<file path="src/rtl/whackamole_pkg.sv">
// Shared types and constants for the whack-a-mole game sequencer.
// Holds the round states, the hole numbering used by vga_display and the LFSR seed.
package whackamole_pkg;

    typedef enum logic [1:0] {
        ST_IDLE = 2'd0,
        ST_GAP  = 2'd1,
        ST_UP   = 2'd2,
        ST_OVER = 2'd3
    } game_state_t;

    localparam int NUM_HOLES = 5;

    localparam logic [2:0] HOLE_TOP   = 3'd0;
    localparam logic [2:0] HOLE_LEFT  = 3'd1;
    localparam logic [2:0] HOLE_CTR   = 3'd2;
    localparam logic [2:0] HOLE_RIGHT = 3'd3;
    localparam logic [2:0] HOLE_BOT   = 3'd4;

    localparam logic [7:0] LFSR_SEED = 8'hA5;

    // Next hole in display order, wrapping bottom back to top.
    function automatic logic [2:0] next_hole(input logic [2:0] p);
        case (p)
            HOLE_TOP:   next_hole = HOLE_LEFT;
            HOLE_LEFT:  next_hole = HOLE_CTR;
            HOLE_CTR:   next_hole = HOLE_RIGHT;
            HOLE_RIGHT: next_hole = HOLE_BOT;
            default:    next_hole = HOLE_TOP;
        endcase
    endfunction

endpackage

</file>
<file path="src/rtl/whackamole_game_ctrl_if.sv">
// Button-side inputs and display-side outputs of the game sequencer.
// master = button/display side, slave = whackamole_game_ctrl.
interface whackamole_game_ctrl_if;
    logic       start;
    logic       btn_valid;
    logic [2:0] btn_pos;
    logic [2:0] mole_position;
    logic       mole_up;
    logic       guess_correct;
    logic       guess_wrong;
    logic       game_over;
    logic [3:0] digit_1;
    logic [3:0] digit_2;
    logic [2:0] lives;

    modport master (
        output start, btn_valid, btn_pos,
        input  mole_position, mole_up, guess_correct, guess_wrong,
        input  game_over, digit_1, digit_2, lives
    );

    modport slave (
        input  start, btn_valid, btn_pos,
        output mole_position, mole_up, guess_correct, guess_wrong,
        output game_over, digit_1, digit_2, lives
    );
endinterface

</file>
<file path="src/rtl/mole_lfsr.sv">
// Free-running 8-bit Fibonacci LFSR (x^8+x^6+x^5+x^4+1) reduced mod 5 to a hole index.
// Latency: pos_rand follows the registered LFSR state; no backpressure, steps every cycle.
module mole_lfsr
    import whackamole_pkg::*;
(
    input  logic       clk,
    input  logic       rst,
    output logic [2:0] pos_rand
);

    logic [7:0] lfsr_q;
    logic [7:0] lfsr_d;

    always_comb begin
        lfsr_d = {lfsr_q[6:0], lfsr_q[7] ^ lfsr_q[5] ^ lfsr_q[4] ^ lfsr_q[3]};
    end

    always_ff @(posedge clk or negedge rst) begin
        if (!rst) begin
            lfsr_q <= LFSR_SEED;
        end else begin
            lfsr_q <= lfsr_d;
        end
    end

    assign pos_rand = 3'(lfsr_q % 8'(NUM_HOLES));

endmodule

</file>
<file path="src/rtl/whackamole_game_ctrl.sv">
// Round sequencer: mole timing, hit judging, BCD score and lives for vga_display.
// Latency: a press sampled at edge N is reflected on all outputs after edge N; no backpressure.
module whackamole_game_ctrl
    import whackamole_pkg::*;
#(
    parameter int MOLE_TICKS = 50_000_000,
    parameter int GAP_TICKS  = 10_000_000,
    parameter int MIN_TICKS  = 15_000_000,
    parameter int SPEED_STEP = 2_500_000,
    parameter int LIVES      = 3
) (
    input logic                  clk,
    input logic                  rst,
    whackamole_game_ctrl_if.slave gif
);

    localparam logic [1:0] S_IDLE = ST_IDLE;
    localparam logic [1:0] S_GAP  = ST_GAP;
    localparam logic [1:0] S_UP   = ST_UP;
    localparam logic [1:0] S_OVER = ST_OVER;

    localparam logic [27:0] MOLE_T = 28'(MOLE_TICKS);
    localparam logic [27:0] GAP_T  = 28'(GAP_TICKS);
    localparam logic [27:0] MIN_T  = 28'(MIN_TICKS);
    localparam logic [27:0] STEP_T = 28'(SPEED_STEP);
    localparam logic [2:0]  LIVES_INIT = 3'(LIVES);

    logic [1:0]  state_q, state_d;
    logic [27:0] cnt_q, cnt_d;
    logic [27:0] cur_ticks_q, cur_ticks_d;
    logic [2:0]  pos_q, pos_d;
    logic [3:0]  tens_q, tens_d;
    logic [3:0]  ones_q, ones_d;
    logic [2:0]  lives_q, lives_d;
    logic        correct_q, correct_d;
    logic        wrong_q, wrong_d;
    logic        mole_up_q, mole_up_d;
    logic        over_q, over_d;
    logic [2:0]  pos_rand;

    mole_lfsr u_lfsr (
        .clk      (clk),
        .rst      (rst),
        .pos_rand (pos_rand)
    );

    always_comb begin
        state_d     = state_q;
        cnt_d       = cnt_q;
        cur_ticks_d = cur_ticks_q;
        pos_d       = pos_q;
        tens_d      = tens_q;
        ones_d      = ones_q;
        lives_d     = lives_q;
        correct_d   = 1'b0;
        wrong_d     = 1'b0;

        case (state_q)
            S_IDLE, S_OVER: begin
                if (gif.start) begin
                    tens_d      = 4'd0;
                    ones_d      = 4'd0;
                    lives_d     = LIVES_INIT;
                    cur_ticks_d = MOLE_T;
                    cnt_d       = 28'd0;
                    state_d     = S_GAP;
                end
            end
            S_GAP: begin
                if (cnt_q == GAP_T - 28'd1) begin
                    pos_d   = (pos_rand == pos_q) ? next_hole(pos_rand) : pos_rand;
                    cnt_d   = 28'd0;
                    state_d = S_UP;
                end else begin
                    cnt_d = cnt_q + 28'd1;
                end
            end
            S_UP: begin
                // A press always wins over a timeout landing on the same cycle.
                if (gif.btn_valid && (gif.btn_pos == pos_q)) begin
                    correct_d = 1'b1;
                    if (!((tens_q == 4'd9) && (ones_q == 4'd9))) begin
                        if (ones_q == 4'd9) begin
                            ones_d = 4'd0;
                            tens_d = tens_q + 4'd1;
                        end else begin
                            ones_d = ones_q + 4'd1;
                        end
                    end
                    cur_ticks_d = (cur_ticks_q >= MIN_T + STEP_T) ? cur_ticks_q - STEP_T : MIN_T;
                    cnt_d       = 28'd0;
                    state_d     = S_GAP;
                end else if (gif.btn_valid || (cnt_q == cur_ticks_q - 28'd1)) begin
                    wrong_d = 1'b1;
                    lives_d = lives_q - 3'd1;
                    cnt_d   = 28'd0;
                    state_d = (lives_q == 3'd1) ? S_OVER : S_GAP;
                end else begin
                    cnt_d = cnt_q + 28'd1;
                end
            end
            default: state_d = S_IDLE;
        endcase

        mole_up_d = (state_d == S_UP);
        over_d    = (state_d == S_OVER);
    end

    always_ff @(posedge clk or negedge rst) begin
        if (!rst) begin
            state_q     <= S_IDLE;
            cnt_q       <= 28'd0;
            cur_ticks_q <= MOLE_T;
            pos_q       <= HOLE_TOP;
            tens_q      <= 4'd0;
            ones_q      <= 4'd0;
            lives_q     <= 3'd0;
            correct_q   <= 1'b0;
            wrong_q     <= 1'b0;
            mole_up_q   <= 1'b0;
            over_q      <= 1'b0;
        end else begin
            state_q     <= state_d;
            cnt_q       <= cnt_d;
            cur_ticks_q <= cur_ticks_d;
            pos_q       <= pos_d;
            tens_q      <= tens_d;
            ones_q      <= ones_d;
            lives_q     <= lives_d;
            correct_q   <= correct_d;
            wrong_q     <= wrong_d;
            mole_up_q   <= mole_up_d;
            over_q      <= over_d;
        end
    end

    assign gif.mole_position = pos_q;
    assign gif.mole_up       = mole_up_q;
    assign gif.guess_correct = correct_q;
    assign gif.guess_wrong   = wrong_q;
    assign gif.game_over     = over_q;
    assign gif.digit_1       = tens_q;
    assign gif.digit_2       = ones_q;
    assign gif.lives         = lives_q;

endmodule
</file>
<file path="src/flat_wrapper.sv">
// flat-port wrapper written by rule: the top's interface ports become plain ports
module whackamole_game_ctrl_flat import whackamole_pkg::*;
#(
    parameter int MOLE_TICKS = 50_000_000,
    parameter int GAP_TICKS  = 10_000_000,
    parameter int MIN_TICKS  = 15_000_000,
    parameter int SPEED_STEP = 2_500_000,
    parameter int LIVES      = 3
)
  (clk, rst, gif_start, gif_btn_valid, gif_btn_pos, gif_mole_position, gif_mole_up, gif_guess_correct, gif_guess_wrong, gif_game_over, gif_digit_1, gif_digit_2, gif_lives);
  whackamole_game_ctrl_if gif_i ();
  input logic clk;
  input logic rst;
  input wire logic [$bits(gif_i.start)-1:0] gif_start;
  input wire logic [$bits(gif_i.btn_valid)-1:0] gif_btn_valid;
  input wire logic [$bits(gif_i.btn_pos)-1:0] gif_btn_pos;
  output wire logic [$bits(gif_i.mole_position)-1:0] gif_mole_position;
  output wire logic [$bits(gif_i.mole_up)-1:0] gif_mole_up;
  output wire logic [$bits(gif_i.guess_correct)-1:0] gif_guess_correct;
  output wire logic [$bits(gif_i.guess_wrong)-1:0] gif_guess_wrong;
  output wire logic [$bits(gif_i.game_over)-1:0] gif_game_over;
  output wire logic [$bits(gif_i.digit_1)-1:0] gif_digit_1;
  output wire logic [$bits(gif_i.digit_2)-1:0] gif_digit_2;
  output wire logic [$bits(gif_i.lives)-1:0] gif_lives;
  assign gif_i.start = gif_start;
  assign gif_i.btn_valid = gif_btn_valid;
  assign gif_i.btn_pos = gif_btn_pos;
  assign gif_mole_position = gif_i.mole_position;
  assign gif_mole_up = gif_i.mole_up;
  assign gif_guess_correct = gif_i.guess_correct;
  assign gif_guess_wrong = gif_i.guess_wrong;
  assign gif_game_over = gif_i.game_over;
  assign gif_digit_1 = gif_i.digit_1;
  assign gif_digit_2 = gif_i.digit_2;
  assign gif_lives = gif_i.lives;
  whackamole_game_ctrl #(.MOLE_TICKS(MOLE_TICKS), .GAP_TICKS(GAP_TICKS), .MIN_TICKS(MIN_TICKS), .SPEED_STEP(SPEED_STEP), .LIVES(LIVES)) u_core (.clk(clk), .rst(rst), .gif(gif_i));
endmodule
</file>
<file path="config.mk">
export PLATFORM = sky130hd
export DESIGN_NAME = whackamole_game_ctrl_flat
export DESIGN_NICKNAME = d
export VERILOG_FILES = /design/src/rtl/whackamole_pkg.sv /design/src/rtl/whackamole_game_ctrl_if.sv /design/src/rtl/mole_lfsr.sv /design/src/rtl/whackamole_game_ctrl.sv /design/src/flat_wrapper.sv
export SDC_FILE = /design/constraint.sdc
export NUM_CORES = 1
export LEC_CHECK = 0
export CAP_MARGIN = 30
export CORE_MARGIN = 1.5
export CORE_UTILIZATION = 55
export DETAILED_ROUTE_END_ITERATION = 8
export PLACE_DENSITY_LB_ADDON = 0.15
export SYNTH_ARGS = -nofsm -noshare
export SYNTH_HDL_FRONTEND = slang
export SYNTH_SLANG_ARGS = --single-unit
</file>
<file path="constraint.sdc">
create_clock -name clk -period 6.9 [get_ports clk]
set_input_delay 1.035 -clock clk [delete_from_list [all_inputs] [get_ports clk]]
set_output_delay 1.035 -clock clk [all_outputs]
set_load 0.01 [all_outputs]
</file>
==> run_summary.xml <==
<?xml version="1.0" encoding="UTF-8"?>
<metrics>
  <group name="critical_path">
    <metric name="cp_data_arrival_time" unit="ns">4.48</metric>
    <metric name="timing.rr.end" unit="">u_core.gif.mole_position[0]$_DFFE_PN0P_</metric>
    <metric name="reg2reg_setup_slack" unit="ns">2.73</metric>
    <metric name="timing.setup.critical_path_class" unit="">flop to flop</metric>
    <metric name="r2r.worst_path.cells" unit="">17</metric>
    <metric name="start_kind" unit="">flop</metric>
    <metric name="timing.critical_path.to_type" unit="">flop</metric>
    <metric name="cp.required" unit="ns">7.21</metric>
    <metric name="crit_fanout" unit="">13</metric>
    <metric name="timing.rr.start" unit="">u_core.u_lfsr.lfsr_q[4]$_DFF_PN0_</metric>
  </group>
  <group name="power">
    <metric name="vdd.ir_drop.worst" unit="uV">130</metric>
    <metric name="power_density" unit="nW/um^2">177</metric>
    <metric name="power.static_leakage" unit="nW">2.50</metric>
    <metric name="power.total" unit="mW">1.13</metric>
  </group>
  <group name="timing">
    <metric name="final_min_period_over_clock_period" unit="">0.605</metric>
    <metric name="max_slew_margin" unit="">0.367</metric>
    <metric name="rsz0062_at_grt" unit="">false</metric>
    <metric name="hold_viol" unit="">0</metric>
    <metric name="timing.final.max_slew_violations" unit="">0</metric>
    <metric name="setup-violations-final" unit="">0</metric>
    <metric name="clock_skew" unit="ns">0.00948</metric>
    <metric name="tightestPinTransition" unit="ns">0.949</metric>
    <metric name="achievable_clock_frequency" unit="MHz">240</metric>
    <metric name="min_period" unit="ns">4.17</metric>
    <metric name="final.setup.tns" unit="ns">0</metric>
    <metric name="hold_ws" unit="ns">0.454</metric>
  </group>
  <group name="synth">
    <metric name="post_synth_main_area_contributors" unit="">dfrtp_1 27%, dfstp_2 7.1%, nand2_1 5.6%</metric>
    <metric name="yosys.area_share.simple" unit="">0.261</metric>
    <metric name="netlist_area_before_placement" unit="sq um">5910</metric>
    <metric name="synth_fa_ha_area_frac" unit="">0.0339</metric>
    <metric name="largest_family_of_logic_cells_by_synthesized_area" unit="">simple AND/OR/NAND/NOR gates</metric>
    <metric name="synth_seq_cells" unit="">79</metric>
    <metric name="synthFlopType" unit="">dfrtp_1</metric>
    <metric name="synthMuxAreaShare" unit="">0.0125</metric>
    <metric name="ys_warn_count" unit="">0</metric>
    <metric name="synth-compound-area-share" unit="">0.227</metric>
    <metric name="postSynthNetCount" unit="">758</metric>
    <metric name="synth.most_common_cell" unit="">nand2_1</metric>
    <metric name="netlist.top_cell.by_area" unit="">dfrtp_1</metric>
    <metric name="avgSynthCellArea" unit="sq um">8.04</metric>
    <metric name="netlist-cell-type-count" unit="">79</metric>
    <metric name="post_synth_xor_area_fraction" unit="">0.0712</metric>
    <metric name="post_synth_edffs" unit="">0</metric>
    <metric name="synth.yosys.seq_area_share" unit="">0.338</metric>
    <metric name="synth.top_cell.area_share" unit="">0.267</metric>
    <metric name="synth.top_cells.by_count" unit="">88 x nand2_1, 63 x dfrtp_1, 57 x a21oi_1, 57 x nor2_1, 53 x o21ai_0</metric>
    <metric name="synth_async_sr_flop_share" unit="">1.00</metric>
    <metric name="postSynthCellCount" unit="">735</metric>
  </group>
  <group name="global_route">
    <metric name="grt_first_pass_wirelength" unit="um">24400</metric>
    <metric name="number_of_global_route_vias_before_repair" unit="">5049</metric>
    <metric name="total_global_routing_track_utilization" unit="">0.266</metric>
    <metric name="antenna_found_initial" unit="">0</metric>
    <metric name="globalRouteOverflowTotal" unit="">0</metric>
    <metric name="pin_count_of_the_biggest_net_entering_global_routing" unit="">54</metric>
  </group>
  <group name="floorplanning">
    <metric name="ports_placed_on_the_boundary" unit="">25</metric>
    <metric name="die_area" unit="sq um">11400</metric>
    <metric name="floorplan.die.width" unit="um">107</metric>
    <metric name="num_rows" unit="">37</metric>
    <metric name="initial_core_util" unit="">0.570</metric>
    <metric name="die-height" unit="um">107</metric>
    <metric name="core_area" unit="sq um">10400</metric>
  </group>
  <group name="worst_hold_path">
    <metric name="min-delay-path-class" unit="">flop to flop</metric>
    <metric name="min-delay-start" unit="">u_core.u_lfsr.lfsr_q[1]$_DFF_PN0_</metric>
    <metric name="worst_hold_path.num_cells" unit="">0</metric>
    <metric name="hold-path-endpoint" unit="">u_core.u_lfsr.lfsr_q[2]$_DFF_PN1_</metric>
  </group>
  <group name="cells_and_area">
    <metric name="multi_input_area" unit="sq um">3580</metric>
    <metric name="final_nets" unit="">750</metric>
    <metric name="area_growth" unit="%">8.03</metric>
    <metric name="final_layout_size_suffix_gt1_frac" unit="">0.0792</metric>
    <metric name="num_antenna_cells" unit="">0</metric>
    <metric name="final.fill_count" unit="">901</metric>
    <metric name="register_area" unit="sq um">2000</metric>
  </group>
  <group name="cts">
    <metric name="cts_setup_buffers" unit="">0</metric>
    <metric name="clk_pin_slew_worst_paths" unit="ns">0.08</metric>
    <metric name="clock_sink_count" unit="">79</metric>
    <metric name="cts_resized" unit="">0</metric>
    <metric name="cts_tree" unit="">yes</metric>
    <metric name="clockBufferDepth" unit="">2</metric>
    <metric name="clock_insertion_delay_worst_skew" unit="ns">0.37</metric>
    <metric name="cts_hold_repair.buffers" unit="">0</metric>
    <metric name="cts-root-buf" unit="">clkbuf_8</metric>
    <metric name="h-tree-depth" unit="">3</metric>
    <metric name="cts_made_buffers" unit="">9</metric>
  </group>
  <group name="placement">
    <metric name="placement.io_buffers" unit="">24</metric>
    <metric name="post-dp-hpwl" unit="um">10500</metric>
    <metric name="place_congestion" unit="">0.892</metric>
  </group>
  <group name="routing">
    <metric name="dr.first_iter.drc_count" unit="">423</metric>
    <metric name="post_drt_wl_per_cell" unit="um">16.7</metric>
    <metric name="number_of_nets_still_failing_antenna_checks_after_routing" unit="">0</metric>
    <metric name="post-route-drc-count" unit="">0</metric>
    <metric name="detail_route.vias_per_cell" unit="">6.23</metric>
    <metric name="detail_route.first_pass.iterations" unit="">5</metric>
    <metric name="totalWireLength" unit="um">14500</metric>
    <metric name="vias" unit="">5406</metric>
  </group>
  <group name="job">
    <metric name="drv_cap" unit="">0</metric>
  </group>
  <group name="outcome">
    <metric name="run_status" unit="">finished clean</metric>
  </group>
</metrics>
[power by group]
| group | total [mW] | switching, mW | leakage [nW] | internal [mW] |
|---|---|---|---|---|
| sequential | 0.481 | 0.00945 | 1.03 | 0.472 |
| clock | 0.384 | 0.181 | 0.106 | 0.203 |
| combinational | 0.263 | 0.179 | 1.36 | 0.0844 |
| total | 1.13 | 0.370 | 2.50 | 0.759 |
[cells by family after synthesis]
| kind of cell | count (synthesis) |
|---|---|
| AO/OA/AOI/OAI | 209 |
| adder cells (fa/ha/maj) | 16 |
| multiplexers | 7 |
| buffers and inverters | 77 |
| AND/OR/NAND/NOR | 299 |
| XOR/XNOR | 48 |
| flip-flops | 79 |
[final cells by class]
cell class / instances / area share
flip-flops and latches: 79 / 0.313
repair buffers: 29 / 0.0494
multi-input cells: 579 / 0.560
clock buffers: 10 / 0.0200
well taps: 136 / 0.0267
inverters: 29 / 0.0171
clock inverters: 6 / 0.0135
[state kept, by name, summed over array words and instances (netlist names)]
signal / count
u_core.gif.mole_up: 1
u_core.gif.lives: 3
u_core.gif.digit_2: 4
u_core.cur_ticks_q: 23
u_core.gif.digit_1: 4
u_core.gif.guess_wrong: 1
u_core.gif.guess_correct: 1
u_core.gif.mole_position: 3
u_core.cnt_q: 28
u_core.gif.game_over: 1
u_core.state_q: 2
u_core.u_lfsr.lfsr_q: 8
[metal layers]
metal,track usage,vias up,routed length (um)
li1,-,2637,-
met1,0.361,2567,6660
met2,0.439,189,6910
met3,0.0438,13,803
met4,0.0733,0,164
met5,0,-,0
[how the worst max path moves through the flow]
stage / from / end / slack (ns)
CTS: u_core.u_lfsr.lfsr_q[5]$_DFF_PN1_ / u_core.gif.mole_position[0]$_DFFE_PN0P_ / 2.76
global route: u_core.u_lfsr.lfsr_q[4]$_DFF_PN0_ / u_core.gif.mole_position[0]$_DFFE_PN0P_ / 2.36
detailed placement: u_core.u_lfsr.lfsr_q[5]$_DFF_PN1_ / u_core.gif.mole_position[0]$_DFFE_PN0P_ / 2.79
global placement: u_core.cur_ticks_q[5]$_DFFE_PN0P_ / u_core.cnt_q[5]$_DFFE_PN0P_ / 2.94
floorplan: u_core.u_lfsr.lfsr_q[2]$_DFF_PN1_ / u_core.gif.mole_position[0]$_DFFE_PN0P_ / 3.13
finish: u_core.u_lfsr.lfsr_q[4]$_DFF_PN0_ / u_core.gif.mole_position[0]$_DFFE_PN0P_ / 2.73
[through the flow]
| stage | cell area (sq um) | std cells | util | setup WS, ns |
|---|---|---|---|---|
| 6_report | 6380 | 868 | 0.615 | 2.73 |
| 3_3_place_gp | 6110 | 849 | 0.589 | 2.94 |
| 5_1_grt | 6380 | 868 | 0.615 | 2.36 |
| 4_1_cts | 6380 | 868 | 0.615 | 2.76 |
| 2_1_floorplan | 5910 | 735 | - | 3.13 |
| 3_5_place_dp | 6170 | 852 | 0.595 | 2.79 |
[critical path, stage by stage, from the launching register on]
cell      delay, ns
dfrtp_1        0.58
nor4b_1        0.51
a21oi_1        0.16
o211ai_1       0.15
and2_1         0.20
inv_1          0.09
ha_1           0.21
a21oi_1        0.12
o21ai_0        0.11
mux2_2         0.29
inv_1          0.07
ha_1           0.23
nor2b_1        0.16
o21ai_2        0.30
xnor2_1        0.19
or4_1          0.43
mux2_2         0.27
nand2_1        0.05
[placed cells by master (no fill, tap or decap), types with 3 or more instances in the layout]
| cell | n |
|---|---|
| nand2_1 | 88 |
| dfrtp_1 | 63 |
| nor2_1 | 57 |
| a21oi_1 | 57 |
| o21ai_0 | 53 |
| nand3_1 | 35 |
| inv_1 | 29 |
| a31oi_1 | 29 |
| xor2_1 | 24 |
| xnor2_1 | 24 |
| clkdlybuf4s50_1 | 23 |
| nor3_1 | 16 |
| ha_1 | 16 |
| dfstp_2 | 16 |
| nand2b_1 | 13 |
| nand4_1 | 12 |
| nor2b_1 | 12 |
| and3_1 | 11 |
| nor4_1 | 9 |
| clkbuf_8 | 9 |
| nor4bb_1 | 6 |
| or3_1 | 5 |
| o31ai_1 | 5 |
| nor3b_1 | 5 |
| a21o_1 | 5 |
| o41ai_1 | 4 |
| a211o_1 | 4 |
| or4_1 | 4 |
| or2_2 | 4 |
| mux2i_1 | 4 |
| nand3b_1 | 4 |
| a22o_1 | 4 |
| o21a_1 | 4 |
| buf_4 | 4 |
| nand4b_1 | 3 |
| and2_1 | 3 |
| o22ai_1 | 3 |
| mux2_2 | 3 |
| a311oi_1 | 3 |
No activity file was read; power rests on OpenSTA's default activity.
